### src/rtl/scroll_pixel_pipe.sv
// scroll_pixel_pipe: two-stage pixel compositor with frame-synchronous shadows, camera scroll and collision mask
module scroll_pixel_pipe #(
  parameter int PIXEL_WIDTH     = 12,
  parameter int SCREEN_WIDTH    = 10,
  parameter int PHY_WIDTH       = 14,
  parameter int OBSTACLE_NUM    = 16,
  parameter int BLOCK_LEN_WIDTH = 4,
  parameter int OBSTACLE_UNIT   = 10,
  parameter int CHAR_WIDTH_X    = 40,
  parameter int CHAR_WIDTH_Y    = 40,
  parameter int MAP_X_OFFSET    = 120,
  parameter int MAP_WIDTH_X     = 480,
  parameter int BLOCK_HEIGHT    = 480,
  parameter int SCROLL_STEP     = 8,
  parameter logic [PIXEL_WIDTH-1:0] TRANSPARENT  = 12'hF0F,
  parameter logic [PIXEL_WIDTH-1:0] OBSTACLE_RGB = 12'h000,
  parameter logic [PIXEL_WIDTH-1:0] BORDER_RGB   = 12'h5FF
) (
  input  logic                                    sys_clk,
  input  logic                                    sys_rst_n,
  input  logic                                    video_on,
  input  logic [SCREEN_WIDTH-1:0]                 x,
  input  logic [SCREEN_WIDTH-1:0]                 y,
  input  logic                                    frame_start,
  input  logic [4:0]                              camera_y,
  input  logic [PHY_WIDTH-1:0]                    char_abs_x,
  input  logic [PHY_WIDTH-1:0]                    char_abs_y,
  input  logic [OBSTACLE_NUM*PHY_WIDTH-1:0]       obstacle_abs_pos_x,
  input  logic [OBSTACLE_NUM*PHY_WIDTH-1:0]       obstacle_abs_pos_y,
  input  logic [OBSTACLE_NUM*BLOCK_LEN_WIDTH-1:0] obstacle_block_width,
  output logic [PHY_WIDTH-1:0]                    map_x,
  output logic [PHY_WIDTH-1:0]                    map_y,
  output logic [SCREEN_WIDTH-1:0]                 char_x_rom,
  output logic [SCREEN_WIDTH-1:0]                 char_y_rom,
  input  logic [PIXEL_WIDTH-1:0]                  map_rgb,
  input  logic [PIXEL_WIDTH-1:0]                  char_rgb,
  output logic [PIXEL_WIDTH-1:0]                  rgb,
  output logic [PHY_WIDTH-1:0]                    cam_offset,
  output logic [OBSTACLE_NUM-1:0]                 hit_mask
);
  localparam int W = PHY_WIDTH + 2;
  localparam logic [PHY_WIDTH-1:0] STEP = PHY_WIDTH'(SCROLL_STEP);
  typedef enum logic [1:0] {HOLD, SCROLL_UP, SCROLL_DOWN} cam_e;
  cam_e dir;
  logic [PHY_WIDTH-1:0] target, cam_q, cam_d, diff_up, diff_dn;
  logic [PHY_WIDTH-1:0] cx_q, cy_q;
  logic cvld_q;
  logic [OBSTACLE_NUM*PHY_WIDTH-1:0] ox_q, oy_q;
  logic [OBSTACLE_NUM*BLOCK_LEN_WIDTH-1:0] ow_q;
  logic [W-1:0] xw, wy;
  logic char_hit, map_hit, opaque;
  logic [OBSTACLE_NUM-1:0] obs_hit, ohit_q, acc_q, acc_d;
  logic vid_q, chit_q, mhit_q;
  logic [PIXEL_WIDTH-1:0] rgb_d;
  assign target = PHY_WIDTH'(camera_y * BLOCK_HEIGHT);
  assign cam_offset = cam_q;
  always_comb begin
    diff_up = target - cam_q;
    diff_dn = cam_q - target;
    dir = target > cam_q ? SCROLL_UP : target < cam_q ? SCROLL_DOWN : HOLD;
    cam_d = SCROLL_STEP == 0 ? target :
            dir == SCROLL_UP ? cam_q + (diff_up < STEP ? diff_up : STEP) :
            dir == SCROLL_DOWN ? cam_q - (diff_dn < STEP ? diff_dn : STEP) : cam_q;
  end
  // All comparisons are done two bits wider than positions so nothing wraps near the top of the range
  assign xw = W'(x);
  assign wy = W'(y) + W'(cam_q);
  assign char_hit = cvld_q && xw >= W'(cx_q) && xw < W'(cx_q) + W'(CHAR_WIDTH_X) &&
                    wy >= W'(cy_q) && wy < W'(cy_q) + W'(CHAR_WIDTH_Y);
  assign map_hit = xw >= W'(MAP_X_OFFSET) && xw < W'(MAP_X_OFFSET + MAP_WIDTH_X);
  genvar i;
  for (i = 0; i < OBSTACLE_NUM; i++) begin : g_obs
    logic [BLOCK_LEN_WIDTH-1:0] len;
    logic [PHY_WIDTH-1:0] px, py;
    assign len = ow_q[i*BLOCK_LEN_WIDTH +: BLOCK_LEN_WIDTH];
    assign px = ox_q[i*PHY_WIDTH +: PHY_WIDTH];
    assign py = oy_q[i*PHY_WIDTH +: PHY_WIDTH];
    assign obs_hit[i] = len != '0 && xw >= W'(px) && xw < W'(px) + W'(len) * W'(OBSTACLE_UNIT) &&
                        wy >= W'(py) && wy < W'(py) + W'(OBSTACLE_UNIT);
  end
  always_comb begin
    opaque = chit_q && char_rgb != TRANSPARENT;
    rgb_d = !vid_q ? '0 : opaque ? char_rgb : |ohit_q ? OBSTACLE_RGB : mhit_q ? map_rgb : BORDER_RGB;
    acc_d = frame_start ? '0 : acc_q | ((vid_q && opaque) ? ohit_q : '0);
  end
  always_ff @(posedge sys_clk) begin
    if (!sys_rst_n) begin
      cam_q <= '0;
      cx_q <= '0;
      cy_q <= '0;
      cvld_q <= 1'b0;
      ox_q <= '0;
      oy_q <= '0;
      ow_q <= '0;
      hit_mask <= '0;
      acc_q <= '0;
      vid_q <= 1'b0;
      chit_q <= 1'b0;
      mhit_q <= 1'b0;
      ohit_q <= '0;
      char_x_rom <= '0;
      char_y_rom <= '0;
      map_x <= '0;
      map_y <= '0;
      rgb <= '0;
    end else begin
      if (frame_start) begin
        cam_q <= cam_d;
        cx_q <= char_abs_x;
        cy_q <= char_abs_y;
        cvld_q <= 1'b1;
        ox_q <= obstacle_abs_pos_x;
        oy_q <= obstacle_abs_pos_y;
        ow_q <= obstacle_block_width;
        hit_mask <= acc_q;
      end
      acc_q <= acc_d;
      vid_q <= video_on;
      chit_q <= char_hit;
      mhit_q <= map_hit;
      ohit_q <= obs_hit;
      char_x_rom <= SCREEN_WIDTH'(xw - W'(cx_q));
      char_y_rom <= SCREEN_WIDTH'(wy - W'(cy_q));
      map_x <= PHY_WIDTH'(xw - W'(MAP_X_OFFSET));
      map_y <= PHY_WIDTH'(wy);
      rgb <= rgb_d;
    end
  end
endmodule
### config.mk
export PLATFORM = sky130hd
export DESIGN_NAME = scroll_pixel_pipe
export DESIGN_NICKNAME = d
export VERILOG_FILES = /design/src/rtl/scroll_pixel_pipe.sv
export SDC_FILE = /design/constraint.sdc
export NUM_CORES = 2
export LEC_CHECK = 0
export ABC_AREA = 1
export CAP_MARGIN = 20
export CELL_PAD_IN_SITES_DETAIL_PLACEMENT = 1
export CELL_PAD_IN_SITES_GLOBAL_PLACEMENT = 2
export CORE_UTILIZATION = 25
export CTS_CLUSTER_SIZE = 28
export DETAILED_ROUTE_END_ITERATION = 10
export PLACE_DENSITY_LB_ADDON = 0.2
export REMOVE_ABC_BUFFERS = 1
export SYNTH_ARGS = -nofsm -noshare
export SYNTH_HDL_FRONTEND = slang
export SYNTH_SLANG_ARGS = --single-unit
### constraint.sdc
create_clock -name sys_clk -period 7.8 [get_ports sys_clk]
set_clock_uncertainty 0.1 [all_clocks]
set_input_delay 0.78 -clock sys_clk [delete_from_list [all_inputs] [get_ports sys_clk]]
set_output_delay 0.78 -clock sys_clk [all_outputs]
set_load 0.1 [all_outputs]
==> metrics <==
first-pass GRT wire length 354000 um; Die X roughly 470 um; clock root cell clkbuf_16; Seq/Total Area, Yosys 24.0%; CTS resizes 0; Post-synth EDFFs 0; vias in the first global route 56481; H-tree depth 3; worst relative slew slack 25.5%; Fill cells 26598; Routability Congestion 0.837; adder-cell area share of the yosys netlist 25.3%; Arr. time, crit path 7350 ps; leading area contributor after synthesis dfxtp_1; HP Start sys_rst_n; Initial Utilization 25.2%; Hold Crit Class in -> reg; clock-pin slew on the worst setup and hold paths ~60 ps; Worst Path Required about 8300 ps; Synth Cell Area about 55000 sq um; 1st-iter DRT viols 2155; leakage power 30.4 nW; yosys warns 0; io pins 683; drt wl/cell 21.6 um; GRT Resource Usage Total 20.9%; die area ~220000 sq um; Via density approximately 4.9; crit path to cam_offset[11]$_SDFFE_PN0P_; commonest cells in the netlist 1044 x ha_1, 984 x a21oi_1, 969 x nand2_1, 902 x inv_1, 818 x o21ai_0; max incr delay on CP roughly 530 ps; Remaining DRCs 0; Crit Path Category in -> reg; placed inst area 65300 sq um; CTS buffer count between 90 and 100; row count 172; detailed placer's ending HPWL 185000 um; worst-path fanout max 6; Finished Cell Area 68700 sq um; post-route antenna net violation count 0; core region area between 200000 and 250000 sq um; simple-gate share of the synthesized area 17.5%; peak supply drop between 0.2 and 0.3 mV; CTS tree built; Clk Latency, worst-skew pair 750 ps; die height 472 um; reg2reg end ohit_q[11]$_SDFF_PN0_; First-pass DRT Iterations 5; CTS sink count 663; post-synth cell types 58; Max Cap Violations 0; fmax 0.147 GHz; multiplexer share of the synthesized area 0%; IO Port Bufs 682; Crit path top cell by count inv_1; compound-gate portion of the synthesized area around a fifth; cells after synthesis 7511; Fin. Hold Viols 0; Slew Viols, Final 0; layout cells sized above 1 3.22%; Crit Reg-Reg Startpoint cam_offset[0]$_SDFFE_PN0P_; R2R cell count 20; unrepaired setup endpoints after global routing no; worst slack at placement 230 ps; Worst path slowest cell clkdlybuf4s50_1; final setup margin 974 ps; Area Overhead vs Synth 24.4%; Hold Buf Count CTS 0; FFs w/ async S/R, synth 0%; largest net degree at the start of global routing 194; crit end category register; Final period util 87.5%; Post-Synth XOR/XNOR Area between 5 and 6%; element type at the critical path start input port; largest family of logic cells by synthesized area adder cells; final wirelength roughly 240000 um; status completed; Yosys top cell area share 24.0%; antenna violations before repair 41; dominant cell by count in the synthesized netlist ha_1; GRT Residual Overflow 0; Post-CTS Setup Bufs 0; Most used DFF post-synth dfxtp_1; routed vias 53890; Mapped Avg Cell Area between 7 and 8 sq um; Area contributors post-synth dfxtp_1 24%, ha_1 24%, a21oi_1 8.9%; pwr dens between 200 and 300 nW/um^2; final setup vio count 0; crit path from camera_y[2]; Reg2Reg Setup Slack 2440 ps; fin crit period 6830 ps; Max Buffers Root-to-Sink 3; Final nets 9809; synthesis-stage register bit count 663; Least-Margin Pin Slew around 1100 ps
layout by cell type, fill, tap and decap left out, drive strengths merged, types with 11 or more instances in the layout:
master	count
ha	1044
bufinv	13
o21ai	829
diode	11
a211oi	42
xnor2	40
clkinv	29
o211ai	38
dfxtp	663
nand3	289
nor4	38
fa	44
nand4	155
clkdlybuf4s50	671
clkbuf	127
inv	903
a21o	31
o21a	57
nand2	972
nor2	596
nor3	110
a21oi	984
nand3b	28
o2111ai	16
o21bai	22
buf	63
xor2	314
routing by layer:
layer / share of wire [%] / GRT usage, % / vias up
li1: - / - / 27017
met1: 47 / 27.6 / 25882
met2: 47 / 35.8 / 763
met3: 3.1 / 2.53 / 220
met4: 2.3 / 5.28 / 8
met5: 0.026 / 0 / -
critical path: cells and delay by family:
family / cells / cell delay, ps
compound gates: 9 / 1380
buf+inv: 7 / 940
xor+xnor: 2 / 390
fa+ha+maj: 6 / 2290
simple gates: 12 / 1530
report_power, final:
part	switching [mW]	internal (mW)
clock	1.92	2.85
combinational	6.47	3.58
sequential	0.307	3.69
area by class of cell:
type / count / area (sq um) / share of cell area, %
diodes: 11 / 27.5 / 0.0401
clock buffers: 127 / 2690 / 3.92
clock inverters: 43 / 649 / 0.945
inverters: 907 / 3430 / 4.99
multi-input cells: 5725 / 37700 / 55.0
flip-flops and latches: 663 / 13300 / 19.3
well taps: 2871 / 3590 / 5.23
repair buffers: 734 / 7280 / 10.6
registers in the layout (all words and copies together) (netlist names):
name	cells
acc_q	16
cam_offset	14
char_x_rom	10
char_y_rom	10
chit_q	1
cvld_q	1
cx_q	14
cy_q	14
hit_mask	16
map_x	11
map_y	14
mhit_q	1
ohit_q	16
ow_q	64
ox_q	224
oy_q	224
rgb	12
vid_q	1
worst min path at each step:
stage                               endpoint  slack (ps)  cells past startpoint
finish                 ow_q[38]$_SDFFE_PN0P_         240                      3
global route           ow_q[38]$_SDFFE_PN0P_         190                      3
CTS                    ow_q[38]$_SDFFE_PN0P_         160                      3
detailed placement  hit_mask[1]$_SDFFE_PN0P_         350                      2
global placement    hit_mask[6]$_SDFFE_PN0P_         340                      2
floorplan           hit_mask[0]$_SDFFE_PN0P_         330                      2
cell families (layout without fill, tap and decap cells):
kind of cell             after synthesis  in the layout
other                                  0             11
AND/OR/NAND/NOR                     2226           2226
XOR/XNOR                             354            354
flip-flops                           663            663
buffers and inverters               1123           1811
adder cells (fa/ha/maj)             1088           1088
AO/OA/AOI/OAI                       2057           2057
metrics by stage:
| step | instances | hold slack (ps) | util, % | power [mW] | setup TNS [ps] |
|---|---|---|---|---|---|
| global placement | 10898 | 343 | 29.7 | 13.9 | 0 |
| floorplan | 7295 | 333 | - | 10.6 | -271250 |
| detailed placement | 10899 | 354 | 29.8 | 14.2 | 0 |
| CTS | 11069 | 156 | 31.3 | 19.2 | 0 |
| global route | 11077 | 194 | 31.3 | 20.5 | 0 |
| finish | 11081 | 239 | 31.3 | 18.8 | 0 |
Note: power is estimated with default switching activity, not from simulation.
